### src/rtl/systolic_n_body_pkg.sv
// Shared definitions for the systolic n-body pipeline: fixed-point type,
// accumulate/drain state encoding and the output saturation helpers.
package systolic_n_body_pkg;

    localparam int W        = 32;
    localparam int FRAC     = 16;
    localparam int SAT_IN_W = 2 * W;

    typedef logic signed [W-1:0] fixed_t;

    typedef enum logic [0:0] {
        ACCUM = 1'b0,
        DRAIN = 1'b1
    } state_t;

    localparam logic signed [SAT_IN_W-1:0] FIX_MAX_EXT = {{W{1'b0}}, 1'b0, {(W-1){1'b1}}};
    localparam logic signed [SAT_IN_W-1:0] FIX_MIN_EXT = {{W{1'b1}}, 1'b1, {(W-1){1'b0}}};

    // True when a wide value does not fit in fixed_t and would be clamped.
    function automatic logic sat_hit(input logic signed [SAT_IN_W-1:0] x);
        return (x > FIX_MAX_EXT) || (x < FIX_MIN_EXT);
    endfunction

    // Clamp a sign-extended wide value into fixed_t.
    function automatic fixed_t sat_fixed(input logic signed [SAT_IN_W-1:0] x);
        fixed_t r;
        if (x > FIX_MAX_EXT) begin
            r = {1'b0, {(W-1){1'b1}}};
        end else if (x < FIX_MIN_EXT) begin
            r = {1'b1, {(W-1){1'b0}}};
        end else begin
            r = fixed_t'(x[W-1:0]);
        end
        return r;
    endfunction

endpackage

### src/rtl/systolic_n_body_accel_accum_if.sv
// Handshake bundle between the array bottom edge, the accumulator and the
// integration stage.
interface systolic_n_body_accel_accum_if #(
    parameter int N_BODIES = 2,
    parameter int W        = 32
);
    localparam int IW = (N_BODIES > 1) ? $clog2(N_BODIES) : 1;

    logic                  in_valid;
    logic                  in_ready;
    logic [N_BODIES*W-1:0] in_p_down;
    logic                  out_valid;
    logic                  out_ready;
    logic [W-1:0]          out_a_t;
    logic [IW-1:0]         out_idx;
    logic                  out_sat;
    logic                  step_done;

    modport slave (
        input  in_valid, in_p_down, out_ready,
        output in_ready, out_valid, out_a_t, out_idx, out_sat, step_done
    );

    modport master (
        output in_valid, in_p_down, out_ready,
        input  in_ready, out_valid, out_a_t, out_idx, out_sat, step_done
    );
endinterface

### src/rtl/systolic_n_body_accel_accum_acc_lane.sv
// One column accumulator: wide enough that summing a step never wraps.
// Exposes the saturated form of the value it will hold after this cycle so
// the top can register it straight into the output word.
module systolic_n_body_acc_lane
    import systolic_n_body_pkg::*;
#(
    parameter int ACC_W = W + 2
) (
    input  logic   clk,
    input  logic   reset,
    input  logic   add,
    input  logic   clr,
    input  fixed_t din,
    output fixed_t sat_nxt,
    output logic   sat_hit_nxt
);

    logic signed [ACC_W-1:0]    acc_r;
    logic signed [ACC_W-1:0]    acc_nxt_s;
    logic signed [SAT_IN_W-1:0] acc_ext_s;

    // Next accumulator value: clear wins, otherwise add the sign-extended column.
    always_comb begin
        acc_nxt_s = acc_r;
        if (clr) begin
            acc_nxt_s = {ACC_W{1'b0}};
        end else if (add) begin
            acc_nxt_s = acc_r + {{(ACC_W-W){din[W-1]}}, din};
        end else begin
            acc_nxt_s = acc_r;
        end
        acc_ext_s   = {{(SAT_IN_W-ACC_W){acc_nxt_s[ACC_W-1]}}, acc_nxt_s};
        sat_nxt     = sat_fixed(acc_ext_s);
        sat_hit_nxt = sat_hit(acc_ext_s);
    end

    // Accumulator register.
    always_ff @(posedge clk or posedge reset) begin
        if (reset) begin
            acc_r <= {ACC_W{1'b0}};
        end else begin
            acc_r <= acc_nxt_s;
        end
    end

endmodule

### src/rtl/systolic_n_body_accel_accum.sv
// Accumulates N_TILES beats of per-column partial accelerations, then drains
// one saturated result per body in index order over a valid/ready handshake.
module systolic_n_body_accel_accum
    import systolic_n_body_pkg::*;
#(
    parameter int N_BODIES = 2,
    parameter int N_TILES  = 4,
    parameter int W        = systolic_n_body_pkg::W,
    parameter int FRAC     = systolic_n_body_pkg::FRAC
) (
    input logic clk,
    input logic reset,
    systolic_n_body_accel_accum_if.slave bus
);

    localparam int ACC_W = W + $clog2(N_TILES);
    localparam int IW    = (N_BODIES > 1) ? $clog2(N_BODIES) : 1;
    localparam int TW    = (N_TILES > 1) ? $clog2(N_TILES) : 1;

    localparam logic [IW-1:0] LAST_IDX  = IW'(N_BODIES - 1);
    localparam logic [TW-1:0] LAST_TILE = TW'(N_TILES - 1);

    if (FRAC >= W || N_BODIES < 1 || N_TILES < 1) begin : g_param_check
        $error("systolic_n_body_accel_accum: illegal parameter combination");
    end

    state_t        state_r;
    logic [TW-1:0] tile_cnt_r;
    logic [IW-1:0] out_idx_r;
    fixed_t        out_a_t_r;
    logic          in_ready_r;
    logic          out_valid_r;
    logic          out_sat_r;
    logic          step_done_r;

    logic          accept_s;
    logic          clear_s;
    logic [IW-1:0] idx_inc_s;
    fixed_t        lane_sat_s [N_BODIES];
    logic [N_BODIES-1:0] lane_hit_s;

    // Handshake strobes shared by the lanes and the control register block.
    always_comb begin
        accept_s  = 1'b0;
        clear_s   = 1'b0;
        idx_inc_s = out_idx_r + IW'(1'b1);
        if (state_r == ACCUM) begin
            accept_s = bus.in_valid;
        end else begin
            clear_s = bus.out_ready && (out_idx_r == LAST_IDX);
        end
    end

    for (genvar c = 0; c < N_BODIES; c++) begin : g_lane
        systolic_n_body_acc_lane #(.ACC_W(ACC_W)) u_lane (
            .clk         (clk),
            .reset       (reset),
            .add         (accept_s),
            .clr         (clear_s),
            .din         (fixed_t'(bus.in_p_down[c*W +: W])),
            .sat_nxt     (lane_sat_s[c]),
            .sat_hit_nxt (lane_hit_s[c])
        );
    end

    // Step FSM with registered handshake, data and flag outputs.
    always_ff @(posedge clk or posedge reset) begin
        if (reset) begin
            state_r     <= ACCUM;
            tile_cnt_r  <= {TW{1'b0}};
            out_idx_r   <= {IW{1'b0}};
            out_a_t_r   <= {W{1'b0}};
            in_ready_r  <= 1'b1;
            out_valid_r <= 1'b0;
            out_sat_r   <= 1'b0;
            step_done_r <= 1'b0;
        end else begin
            step_done_r <= 1'b0;
            case (state_r)
                ACCUM: begin
                    if (accept_s) begin
                        tile_cnt_r <= tile_cnt_r + TW'(1'b1);
                        if (tile_cnt_r == LAST_TILE) begin
                            // The first presented word is body 0; its clamp
                            // status is folded into the freshly cleared flag.
                            state_r     <= DRAIN;
                            in_ready_r  <= 1'b0;
                            out_valid_r <= 1'b1;
                            out_idx_r   <= {IW{1'b0}};
                            out_a_t_r   <= lane_sat_s[0];
                            out_sat_r   <= ((tile_cnt_r == {TW{1'b0}}) ? 1'b0 : out_sat_r)
                                           | lane_hit_s[0];
                        end else if (tile_cnt_r == {TW{1'b0}}) begin
                            out_sat_r <= 1'b0;
                        end else begin
                            out_sat_r <= out_sat_r;
                        end
                    end else begin
                        tile_cnt_r <= tile_cnt_r;
                    end
                end
                DRAIN: begin
                    if (bus.out_ready) begin
                        if (out_idx_r == LAST_IDX) begin
                            state_r     <= ACCUM;
                            tile_cnt_r  <= {TW{1'b0}};
                            out_idx_r   <= {IW{1'b0}};
                            out_a_t_r   <= {W{1'b0}};
                            in_ready_r  <= 1'b1;
                            out_valid_r <= 1'b0;
                            step_done_r <= 1'b1;
                        end else begin
                            out_idx_r <= idx_inc_s;
                            out_a_t_r <= lane_sat_s[idx_inc_s];
                            out_sat_r <= out_sat_r | lane_hit_s[idx_inc_s];
                        end
                    end else begin
                        out_idx_r <= out_idx_r;
                    end
                end
                default: begin
                    state_r     <= ACCUM;
                    tile_cnt_r  <= {TW{1'b0}};
                    out_idx_r   <= {IW{1'b0}};
                    out_a_t_r   <= {W{1'b0}};
                    in_ready_r  <= 1'b1;
                    out_valid_r <= 1'b0;
                end
            endcase
        end
    end

    assign bus.in_ready  = in_ready_r;
    assign bus.out_valid = out_valid_r;
    assign bus.out_a_t   = out_a_t_r;
    assign bus.out_idx   = out_idx_r;
    assign bus.out_sat   = out_sat_r;
    assign bus.step_done = step_done_r;

endmodule

### src/flat_wrapper.sv
// flat-port wrapper written by rule: the top's interface ports become plain ports
module systolic_n_body_accel_accum_flat import systolic_n_body_pkg::*;
#(
    parameter int N_BODIES = 2,
    parameter int N_TILES  = 4,
    parameter int W        = systolic_n_body_pkg::W,
    parameter int FRAC     = systolic_n_body_pkg::FRAC
)
  (clk, reset, bus_in_valid, bus_in_p_down, bus_out_ready, bus_in_ready, bus_out_valid, bus_out_a_t, bus_out_idx, bus_out_sat, bus_step_done);
  systolic_n_body_accel_accum_if #(.N_BODIES(N_BODIES), .W(W)) bus_i ();
  input logic clk;
  input logic reset;
  input wire logic [$bits(bus_i.in_valid)-1:0] bus_in_valid;
  input wire logic [$bits(bus_i.in_p_down)-1:0] bus_in_p_down;
  input wire logic [$bits(bus_i.out_ready)-1:0] bus_out_ready;
  output wire logic [$bits(bus_i.in_ready)-1:0] bus_in_ready;
  output wire logic [$bits(bus_i.out_valid)-1:0] bus_out_valid;
  output wire logic [$bits(bus_i.out_a_t)-1:0] bus_out_a_t;
  output wire logic [$bits(bus_i.out_idx)-1:0] bus_out_idx;
  output wire logic [$bits(bus_i.out_sat)-1:0] bus_out_sat;
  output wire logic [$bits(bus_i.step_done)-1:0] bus_step_done;
  assign bus_i.in_valid = bus_in_valid;
  assign bus_i.in_p_down = bus_in_p_down;
  assign bus_i.out_ready = bus_out_ready;
  assign bus_in_ready = bus_i.in_ready;
  assign bus_out_valid = bus_i.out_valid;
  assign bus_out_a_t = bus_i.out_a_t;
  assign bus_out_idx = bus_i.out_idx;
  assign bus_out_sat = bus_i.out_sat;
  assign bus_step_done = bus_i.step_done;
  systolic_n_body_accel_accum #(.N_BODIES(N_BODIES), .N_TILES(N_TILES), .W(W), .FRAC(FRAC)) u_core (.clk(clk), .reset(reset), .bus(bus_i));
endmodule
### config.mk
export PLATFORM = sky130hd
export DESIGN_NAME = systolic_n_body_accel_accum_flat
export DESIGN_NICKNAME = d
export VERILOG_FILES = /design/src/rtl/systolic_n_body_pkg.sv /design/src/rtl/systolic_n_body_accel_accum_if.sv /design/src/rtl/systolic_n_body_accel_accum_acc_lane.sv /design/src/rtl/systolic_n_body_accel_accum.sv /design/src/flat_wrapper.sv
export SDC_FILE = /design/constraint.sdc
export NUM_CORES = 1
export LEC_CHECK = 0
export ABC_AREA = 1
export CORE_MARGIN = 8
export CORE_UTILIZATION = 58
export DETAILED_ROUTE_END_ITERATION = 16
export GPL_ROUTABILITY_DRIVEN = 0
export PLACE_DENSITY = 0.8
export SLEW_MARGIN = 20
export SYNTH_ARGS = -nofsm -noshare
export SYNTH_HDL_FRONTEND = slang
export SYNTH_SLANG_ARGS = --single-unit
### constraint.sdc
create_clock -name clk -period 4.2 [get_ports clk]
set_input_delay 0.84 -clock clk [delete_from_list [all_inputs] [get_ports clk]]
set_output_delay 0.84 -clock clk [all_outputs]
set_load 0.01 [all_outputs]
==> qor.yml <==
grt-ovfl-total: 0
grt_start_max_net_pins: 60
fmax_mhz: 274.9
htree_num_levels: 3
worstSetupEndpointType: "flop"
path_max_fanout: 32
met2_usage_pct: 42.97
cp.required_ns: 4.44
rsz0062_at_grt: "false"
syn_nets: 1587
multi_input_area_um2: 5670
skew_ns: 0.008634
cp-start-kind: "input port"
start_util_pct: 59.18
outcome: "completed"
cp_slowest_stage_delay_ns: 0.44
arrival_ns: 3.87
worst_path_max_delay_cell: "fa_1"
synth_flop_cell: "dfrtp_1"
yosysWarnings: 0
cts.sinks: 108
synth_top_family_by_area: "simple AND/OR/NAND/NOR gates"
crit_type: "in2reg"
post_synth_num_cell_types: 49
dr_total_vias: 9596
clock-root-buffer: "clkbuf_16"
io_pins: 105
crit_chain: "clkdlybuf4s50_1 > ha_1 > fa_1 > nand3_1 > nand2_2 > nand2_1 > nand2_2 > nand2_1 > nand2_2 > nand2_2 > nand2_1 > nand2_1 > nand3_1 > nand2_1 > inv_2 > nand2_2 > nand3_4 > nand2_1 > nand2_1 > a21oi_1 > a21oi_1"
fin_crit_ns: 3.638
max_slew_margin_pct: 49.09
antenna_found_initial: 0
tightest_slew_ns: 0.7629
synthSimpleGateAreaFrac_pct: 34.20
grtUsageTotal_pct: 25.93
synth_fa_ha_area_share_pct: 9.511
tritoncts: "built"
first_pass_iters: 5
die-area_um2: 20470
synth_compound_area_share_pct: 15.03
p_per_area_nw_per_um2: 840.0
ir_drop_uv: 469.3
grt_pass1_vias: 9027
path_buf_inv: 2
ant_nets: 0
grt_pass1_wl_um: 42790
path_common_cell: "nand2_1"
slew_viol_final: 0
ys_seq_elements: 108
use_met3_pct: 4.741
pre_cts_slack_ns: 0.1896
grt.busiest_layer: "met2"
cts_made_buffers: 9
setup_ws_ns: 0.5621
postCtsHoldBufs: 0
synth_edf_count: 0
dp.final_hpwl_um: 20720
hold_class: "reg2reg"
layout.cells.non_filler: 1761
fp.dieW_um: 143.1
design_area_um2: 10860
post_dp_cell_area_um2: 10560
drt-total-wl_um: 26400
synth-xor-area-share_pct: 1.777
layout.cells.most_common_list: "nand2_1 (469), inv_1 (191), nor2_1 (162)"
hold_violations: 0
drc_errors: 0
area_growth_pct: 15.94
cap_violations: 0
cts_setup_buffers: 0
core_um2: 15830
die_h_um: 143.1
clock_latency_ns: 0.36
clock_path_buffers: 2
drt_iter0_markers: 783
fillers: 1426
muxShareOfSynthArea_pct: 0
cts_resized: 0
vias_per_cell: 5.449
wl_per_cell_um: 14.99
clk_pin_slew_ns: 0.07
min_period_over_period_pct: 86.62
grt_use_met1_pct: 32.83
layout-drive-gt1-share_pct: 6.602
layout_commonest_cell: "nand2_1"
syn_inst: 1449
yosysSeqAreaShare_pct: 28.87
postSynthAreaPerCell_um2: 6.464
num_antenna_cells: 0
tns_ns: 0
synthesis.area_um2: 9366
finalNetCount: 1678
dp.cells: 1745
cpLargestDelayFamily: "simple AND/OR/NAND/NOR gates"
async_reset_ff_share_pct: 100.0
port-buffer-count: 104
setup_viol: 0
leakage_nw: 5.747
seq_area_um2: 2704
placementRows: 46
## state kept, by name, summed over array words and instances, names as in the netlist
register,count
u_core.bus.out_idx,1
u_core.g_lane.u_lane.acc_r,68
u_core.bus.in_ready,1
u_core.bus.step_done,1
u_core.state_r,1
u_core.tile_cnt_r,2
u_core.bus.out_a_t,32
u_core.bus.out_sat,1
u_core.bus.out_valid,1
## layout make-up
cell class	instances	share of cell area, %
Sequential cell	108	24.90
Clock inverter	6	0.6568
Clock buffer	10	2.109
Multi-Input combinational cell	1104	52.22
Inverter	198	6.890
Timing Repair Buffer	119	10.74
Tap cell	216	2.489
## power by group
part | leakage (nW) | switching, mW | total (mW) | internal [mW]
registers | 1.25 | 0.412 | 1.99 | 1.57
logic | 4.35 | 3.93 | 6.25 | 2.32
clock network | 0.145 | 0.413 | 0.884 | 0.471
## Yosys cell counts (4+ instances only)
cell      count  area share, %
or2_2        17            1.1
a21oi_2       5           0.47
nand3_1      70            3.7
a21oi_1     121            6.5
clkbuf_1     14           0.56
nand2_2      19            1.3
inv_2         4           0.16
nand2_1     469             19
o21ai_2       6           0.56
o21ai_1      16           0.85
xor2_1       13            1.2
a21o_1        8           0.64
a22oi_1       6           0.48
nor2_1      163            6.5
buf_1         5           0.20
a31o_2        4           0.37
buf_6        10            1.2
o21ai_0      35            1.9
xnor2_1       6           0.56
dfrtp_1     107             29
o211ai_1     22            1.8
nor3_1        7           0.37
buf_2         7           0.37
nand4_1      10           0.67
o21bai_1      8           0.64
a31oi_1       5           0.33
ha_1         68            9.1
inv_1       193            7.7
## path summary, 6_finish.rpt
| check | start | to | slack (ns) | cells past startpoint |
|---|---|---|---|---|
| worst max-delay path | bus_in_p_down[32] | u_core.bus.out_a_t[27]$_DFFE_PP0P_ | 0.56 | 21 |
| worst min-delay path | u_core.bus.out_a_t[29]$_DFFE_PP0P_ | u_core.bus.out_a_t[29]$_DFFE_PP0P_ | 0.50 | 2 |
| worst max register to register | u_core.g_lane[1].u_lane.acc_r[0]$_DFF_PP0_ | u_core.bus.out_a_t[27]$_DFFE_PP0P_ | 1.12 | 20 |
| worst min register to register | u_core.bus.out_a_t[29]$_DFFE_PP0P_ | u_core.bus.out_a_t[29]$_DFFE_PP0P_ | 0.50 | 2 |
| max in group asynchronous | reset | u_core.g_lane[0].u_lane.acc_r[27]$_DFF_PP0_ | 2.49 | 3 |
| min in group asynchronous | reset | u_core.g_lane[1].u_lane.acc_r[3]$_DFF_PP0_ | 0.97 | 2 |
## kinds of logic after synthesis
kind of cell,after synthesis
xor+xnor,19
compound gates,242
buf+inv,237
fa+ha+maj,70
simple gates,773
flops,108
## through the flow
step                      power [mW]  utilization (%)  hold slack (ns)
after global routing           10.01            68.61           0.5244
after detailed placement       8.140            66.71           0.4763
after CTS                      9.065            68.61           0.4950
after global placement         7.998            66.71           0.4701
after floorplan                6.556                -           0.4659
final                          9.122            68.61           0.4975
## metal layers
metal	share of wire (%)	wire length [um]
met1	43	11310
met2	46	12230
met3	7.4	1964
met4	3.4	901
met5	0	0
## worst register-to-register path, delay by kind of cell (launching register included)
family | cells | cell delay [ns]
AO/OA/AOI/OAI | 2 | 0.24
adder cells (fa/ha/maj) | 2 | 0.70
AND/OR/NAND/NOR | 15 | 1.57
buffers and inverters | 1 | 0.05
flip-flops | 1 | 0.39
Power figures use the tool's default switching activity.
